## src/rtl/dmem_arbiter_if.sv

```systemverilog
// Bus bundle between the data-memory arbiter, its two requesters and the memory.
// The slave view belongs to the arbiter; the master view belongs to requesters plus memory.
interface dmem_arbiter_if #(
    parameter int ADDR_W = 32,
    parameter int DATA_W = 32
);
    logic              p_req;
    logic              p_rw;
    logic [ADDR_W-1:0] p_addr;
    logic [DATA_W-1:0] p_wdata;
    logic              p_gnt;
    logic              p_stall;
    logic [DATA_W-1:0] p_rdata;

    logic              d_req;
    logic              d_rw;
    logic [ADDR_W-1:0] d_addr;
    logic [DATA_W-1:0] d_wdata;
    logic              d_ack;
    logic [DATA_W-1:0] d_rdata;

    logic              m_rw;
    logic [ADDR_W-1:0] m_addr;
    logic [DATA_W-1:0] m_wdata;
    logic [DATA_W-1:0] m_rdata;

    modport slave (
        input  p_req, p_rw, p_addr, p_wdata,
        output p_gnt, p_stall, p_rdata,
        input  d_req, d_rw, d_addr, d_wdata,
        output d_ack, d_rdata,
        output m_rw, m_addr, m_wdata,
        input  m_rdata
    );

    modport master (
        output p_req, p_rw, p_addr, p_wdata,
        input  p_gnt, p_stall, p_rdata,
        output d_req, d_rw, d_addr, d_wdata,
        input  d_ack, d_rdata,
        input  m_rw, m_addr, m_wdata,
        output m_rdata
    );
endinterface

```

## src/rtl/dmem_arbiter.sv

```systemverilog
// Single-port data memory arbiter: pipeline port P has priority, DMA port D is
// guaranteed service after STARVE_MAX consecutive lost cycles.
module dmem_arbiter #(
    parameter int ADDR_W     = 32,
    parameter int DATA_W     = 32,
    parameter int STARVE_MAX = 4
) (
    input  logic           clk,
    input  logic           reset,
    dmem_arbiter_if.slave  bus
);
    typedef enum logic {
        IDLE = 1'b0,
        ACK  = 1'b1
    } state_t;

    localparam logic [3:0] STARVE_LIM = 4'(STARVE_MAX);

    state_t            state_q;
    logic [3:0]        starve_q;
    logic [3:0]        starve_d;
    logic              ack_q;
    logic [DATA_W-1:0] rdata_q;
    logic [DATA_W-1:0] rdata_d;

    logic d_elig;
    logic d_force;
    logic d_win;
    logic p_win;

    // Arbitration is gated by reset so nothing reaches the memory while reset is low.
    always_comb begin
        d_elig  = bus.d_req & (state_q == IDLE) & reset;
        d_force = d_elig & (starve_q == STARVE_LIM);
        p_win   = bus.p_req & reset & ~d_force;
        d_win   = d_elig & (d_force | ~bus.p_req);
    end

    always_comb begin
        bus.m_rw    = 1'b0;
        bus.m_addr  = '0;
        bus.m_wdata = '0;
        if (p_win) begin
            bus.m_rw    = bus.p_rw;
            bus.m_addr  = bus.p_addr;
            bus.m_wdata = bus.p_wdata;
        end else if (d_win) begin
            bus.m_rw    = bus.d_rw;
            bus.m_addr  = bus.d_addr;
            bus.m_wdata = bus.d_wdata;
        end
    end

    assign bus.p_gnt   = p_win;
    assign bus.p_stall = bus.p_req & ~p_win;
    assign bus.p_rdata = (p_win & ~bus.p_rw) ? bus.m_rdata : '0;
    assign bus.d_ack   = ack_q;
    assign bus.d_rdata = rdata_q;

    // Starvation only accrues while D is actually waiting and P takes the slot.
    always_comb begin
        starve_d = starve_q;
        if (d_win) begin
            starve_d = '0;
        end else if (d_elig && p_win && (starve_q != STARVE_LIM)) begin
            starve_d = starve_q + 4'd1;
        end
        rdata_d = (d_win && !bus.d_rw) ? bus.m_rdata : rdata_q;
    end

    always_ff @(posedge clk or negedge reset) begin
        if (!reset) begin
            state_q  <= IDLE;
            starve_q <= '0;
            ack_q    <= 1'b0;
            rdata_q  <= '0;
        end else begin
            starve_q <= starve_d;
            rdata_q  <= rdata_d;
            case (state_q)
                IDLE: begin
                    if (d_win) begin
                        state_q <= ACK;
                        ack_q   <= 1'b1;
                    end
                end
                ACK: begin
                    state_q <= IDLE;
                    ack_q   <= 1'b0;
                end
                default: begin
                    state_q <= IDLE;
                    ack_q   <= 1'b0;
                end
            endcase
        end
    end
endmodule

```

## src/flat_wrapper.sv

```systemverilog
// flat-port wrapper written by rule: the top's interface ports become plain ports
module dmem_arbiter_flat 
#(
    parameter int ADDR_W     = 32,
    parameter int DATA_W     = 32,
    parameter int STARVE_MAX = 4
)
  (clk, reset, bus_p_req, bus_p_rw, bus_p_addr, bus_p_wdata, bus_p_gnt, bus_p_stall, bus_p_rdata, bus_d_req, bus_d_rw, bus_d_addr, bus_d_wdata, bus_d_ack, bus_d_rdata, bus_m_rw, bus_m_addr, bus_m_wdata, bus_m_rdata);
  dmem_arbiter_if #(.ADDR_W(ADDR_W), .DATA_W(DATA_W)) bus_i ();
  input  logic clk;
  input  logic reset;
  input wire logic [$bits(bus_i.p_req)-1:0] bus_p_req;
  input wire logic [$bits(bus_i.p_rw)-1:0] bus_p_rw;
  input wire logic [$bits(bus_i.p_addr)-1:0] bus_p_addr;
  input wire logic [$bits(bus_i.p_wdata)-1:0] bus_p_wdata;
  output wire logic [$bits(bus_i.p_gnt)-1:0] bus_p_gnt;
  output wire logic [$bits(bus_i.p_stall)-1:0] bus_p_stall;
  output wire logic [$bits(bus_i.p_rdata)-1:0] bus_p_rdata;
  input wire logic [$bits(bus_i.d_req)-1:0] bus_d_req;
  input wire logic [$bits(bus_i.d_rw)-1:0] bus_d_rw;
  input wire logic [$bits(bus_i.d_addr)-1:0] bus_d_addr;
  input wire logic [$bits(bus_i.d_wdata)-1:0] bus_d_wdata;
  output wire logic [$bits(bus_i.d_ack)-1:0] bus_d_ack;
  output wire logic [$bits(bus_i.d_rdata)-1:0] bus_d_rdata;
  output wire logic [$bits(bus_i.m_rw)-1:0] bus_m_rw;
  output wire logic [$bits(bus_i.m_addr)-1:0] bus_m_addr;
  output wire logic [$bits(bus_i.m_wdata)-1:0] bus_m_wdata;
  input wire logic [$bits(bus_i.m_rdata)-1:0] bus_m_rdata;
  assign bus_i.p_req = bus_p_req;
  assign bus_i.p_rw = bus_p_rw;
  assign bus_i.p_addr = bus_p_addr;
  assign bus_i.p_wdata = bus_p_wdata;
  assign bus_p_gnt = bus_i.p_gnt;
  assign bus_p_stall = bus_i.p_stall;
  assign bus_p_rdata = bus_i.p_rdata;
  assign bus_i.d_req = bus_d_req;
  assign bus_i.d_rw = bus_d_rw;
  assign bus_i.d_addr = bus_d_addr;
  assign bus_i.d_wdata = bus_d_wdata;
  assign bus_d_ack = bus_i.d_ack;
  assign bus_d_rdata = bus_i.d_rdata;
  assign bus_m_rw = bus_i.m_rw;
  assign bus_m_addr = bus_i.m_addr;
  assign bus_m_wdata = bus_i.m_wdata;
  assign bus_i.m_rdata = bus_m_rdata;
  dmem_arbiter #(.ADDR_W(ADDR_W), .DATA_W(DATA_W), .STARVE_MAX(STARVE_MAX)) u_core (.clk(clk), .reset(reset), .bus(bus_i));
endmodule
```

## config.mk

```make
export PLATFORM = sky130hd
export DESIGN_NAME = dmem_arbiter_flat
export DESIGN_NICKNAME = d
export VERILOG_FILES = /design/src/rtl/dmem_arbiter_if.sv /design/src/rtl/dmem_arbiter.sv /design/src/flat_wrapper.sv
export SDC_FILE = /design/constraint.sdc
export NUM_CORES = 1
export LEC_CHECK = 0
export CORE_ASPECT_RATIO = 0.6
export CORE_UTILIZATION = 31
export CTS_CLUSTER_DIAMETER = 150
export CTS_CLUSTER_SIZE = 10
export DETAILED_ROUTE_END_ITERATION = 7
export PLACE_DENSITY = 0.89
export SKIP_CTS_REPAIR_TIMING = 1
export SLEW_MARGIN = 5
export SYNTH_ARGS = -nofsm -noshare
export SYNTH_HDL_FRONTEND = slang
export SYNTH_SLANG_ARGS = --single-unit
```

## constraint.sdc

```tcl
create_clock -name clk -period 2.1 [get_ports clk]
set_input_delay 0.42 -clock clk [delete_from_list [all_inputs] [get_ports clk]]
set_output_delay 0.42 -clock clk [all_outputs]
set_load 0.005 [all_outputs]
```

==> metrics.txt <==
leakage power=approximately 4.1 nW; CTS root buffer=clkbuf_16; ratio of final minimum period to clock period=127%; number of enable flip-flop cells after synthesis=0; crit-path max FO=7; fraction of layout cells with a size suffix above 1=36.2%; Final Skew=0.00272 ns; # fillers=914; kind of start point of the critical path=flip-flop; Syn Nets=just over 600; Cell Pwr Density=451 nW/um2; Max-cap violations=0; setup TNS=-34.58 ns; CTS tree=built; GRT Overall Usage=23.3%; largest net degree at the start of global routing=84; clock edge transition at the registers on the reported setup and hold paths=0.06 ns; global-route wire length before repair=22.8 mm; Multi-input gate area=2700 um2; R2R cell count=7; Via density=between 5 and 6; WL/cell=19.2 um; clk buf depth=2; Relative slew margins=75.9%; DIE WIDTH=144 um; Post-Syn Area=3740 um2; I/O pins=about 300; Area Overhead vs Synth=112%; Tmin final=2.67 ns; Core Area=11500 um2; CP Cell Sequence=inv_2 -> ha_4 -> and3b_4 -> buf_6 -> buf_8 -> buf_6 -> clkbuf_16 -> buf_6 -> o211a_1 -> o21a_1 -> buf_2; Arr. time, crit path=2.25 ns; power after layout=~3.6 mW; slowest CP cell=dfrtp_1; max-slew violations=0; Vias=4954; failing checks=setup timing; die height=87.1 um; vias in the first global route=4384; Async SR Flop Fraction=100%; worst hold path type=in2async; die area=12500 um2; antenna violations before repair=0; Peak VDD IR=0.000388 V; Critical Path Sink Type=output pin; Sinks on Clock Net=38; Placer Congestion=a little under 0.8; Critical Path Max Stage Delay=0.37 ns; nets=between 900 and 1000; Final Hold Fails=0; # DRC=0; Fmax=374 MHz; CTS H-Tree Depth=2; detailed placer's ending HPWL=11.7 mm; routed wire length=18.3 mm; Netlist cell types=35; sequential area share after synthesis=about 25%; initial drt markers=around 230; Data required, critical path=1.68 ns; status=finished with violations; grt total ovfl=0; Syn Inst Count=454; CP Class=reg2out; antenna diode count=0; most frequent cells in the layout=clkdlybuf4s50_1, nand2_1, o211a_1, o21a_1, buf_6; most common cell after layout, fill and taps aside=clkdlybuf4s50_1; Main synth FF type=dfrtp_1; most used cell along the critical path=buf_6; FP Rows=30; pre-CTS WS=-0.717 ns; Slew @ Worst Pin=0.362 ns; register area=951 um2; Seq cells post-synth=38; total CTS buffers=5; Post-DRT Antenna Nets=0; Ys Warns=0; DRT Pass-1 Iters=4; setup ws final=-0.572 ns; worst-skew pair later-pin latency=0.29 ns; initial core utilization=32.4%; RSZ-0062 raised after global routing=yes; final setup vio count=between 90 and 100; port buffer count=297; Mean Syn Cell Area=8.23 um2
[final timing paths]
| kind | to | from | slack, ns |
|---|---|---|---|
| max reg2reg | u_core.bus.d_rdata[10] | u_core.starve_q[0] | 0.19 |
| max in group asynchronous | u_core.bus.d_rdata[26] | reset | 1.29 |
| max | bus_m_addr[8] | u_core.starve_q[0] | -0.57 |
| min | u_core.bus.d_rdata[23] | reset | 0.20 |
| min reg2reg | u_core.bus.d_rdata[0] | u_core.bus.d_rdata[0] | 0.49 |
| min in group clk | u_core.bus.d_rdata[0] | u_core.bus.d_rdata[0] | 0.49 |
[routing by layer]
metal / wire (um) / share of wire, % / track usage (%) / vias to the layer above
met5: 0 / 0 / 0 / -
met4: 229 / 1.3 / 4.45 / 0
met3: 1380 / 7.5 / 5.33 / 19
met2: 9170 / 50 / 42.1 / 207
met1: 7500 / 41 / 28.4 / 2410
li1: - / - / - / 2318
[synth_stat cells (2+ instances only)]
cell type | number | area (um2)
nand2_1 | 69 | 259
a21oi_1 | 66 | 330
o211a_1 | 65 | 651
o21a_1 | 65 | 488
dfrtp_1 | 38 | 951
and2_1 | 32 | 200
mux2_2 | 31 | 349
clkbuf_1 | 30 | 113
buf_2 | 21 | 105
inv_1 | 4 | 15.0
buf_4 | 3 | 22.5
clkbuf_2 | 3 | 15.0
nor2_1 | 3 | 11.3
ha_1 | 2 | 25.0
mux2_1 | 2 | 22.5
[final cells by class]
class | count | share of cell area (%)
Timing Repair Buffer | 389 | 48.6
Multi-Input combinational cell | 352 | 34.1
Sequential cell | 38 | 12.0
Tap cell | 160 | 2.53
Clock buffer | 6 | 1.75
Clock inverter | 2 | 0.758
Inverter | 5 | 0.237
[flip-flops by register name, summed over array words and instances, names as in the netlist]
| signal | count |
|---|---|
| u_core.bus.d_ack | 1 |
| u_core.bus.d_rdata | 32 |
| u_core.starve_q | 4 |
| u_core.state_q | 1 |
[metrics by stage]
step	std cells	area, um2	hold slack (ns)	utilization (%)
6_report	952	7930	0.200	68.8
5_1_grt	952	7930	0.215	68.8
4_1_cts	897	7240	0.195	62.8
3_5_place_dp	889	7040	0.481	61.1
3_3_place_gp	889	7040	0.470	61.1
2_1_floorplan	454	3740	0.124	-
[worst max-delay path, delay by kind of cell, from the launching register on]
kind,cells,cell delay (ns)
AO/OA/AOI/OAI,2,0.40
adder cells (fa/ha/maj),1,0.15
buffers and inverters,7,0.82
AND/OR/NAND/NOR,1,0.21
flip-flops,1,0.37
[cell families after synthesis]
kind of cell | share of synthesized area [%]
buf+inv | 7.73
fa+ha+maj | 0.669
simple gates | 14.6
mux | 9.94
flops | 25.4
compound gates | 41.6
[power breakdown]
group	total, mW	internal (mW)	leakage [nW]	switching, mW
registers	0.982	0.892	0.460	0.0903
clock network	1.04	0.714	0.0971	0.322
logic	1.55	0.989	3.57	0.565
total	3.57	2.59	4.13	0.977
(Power assumes the default switching activity.)
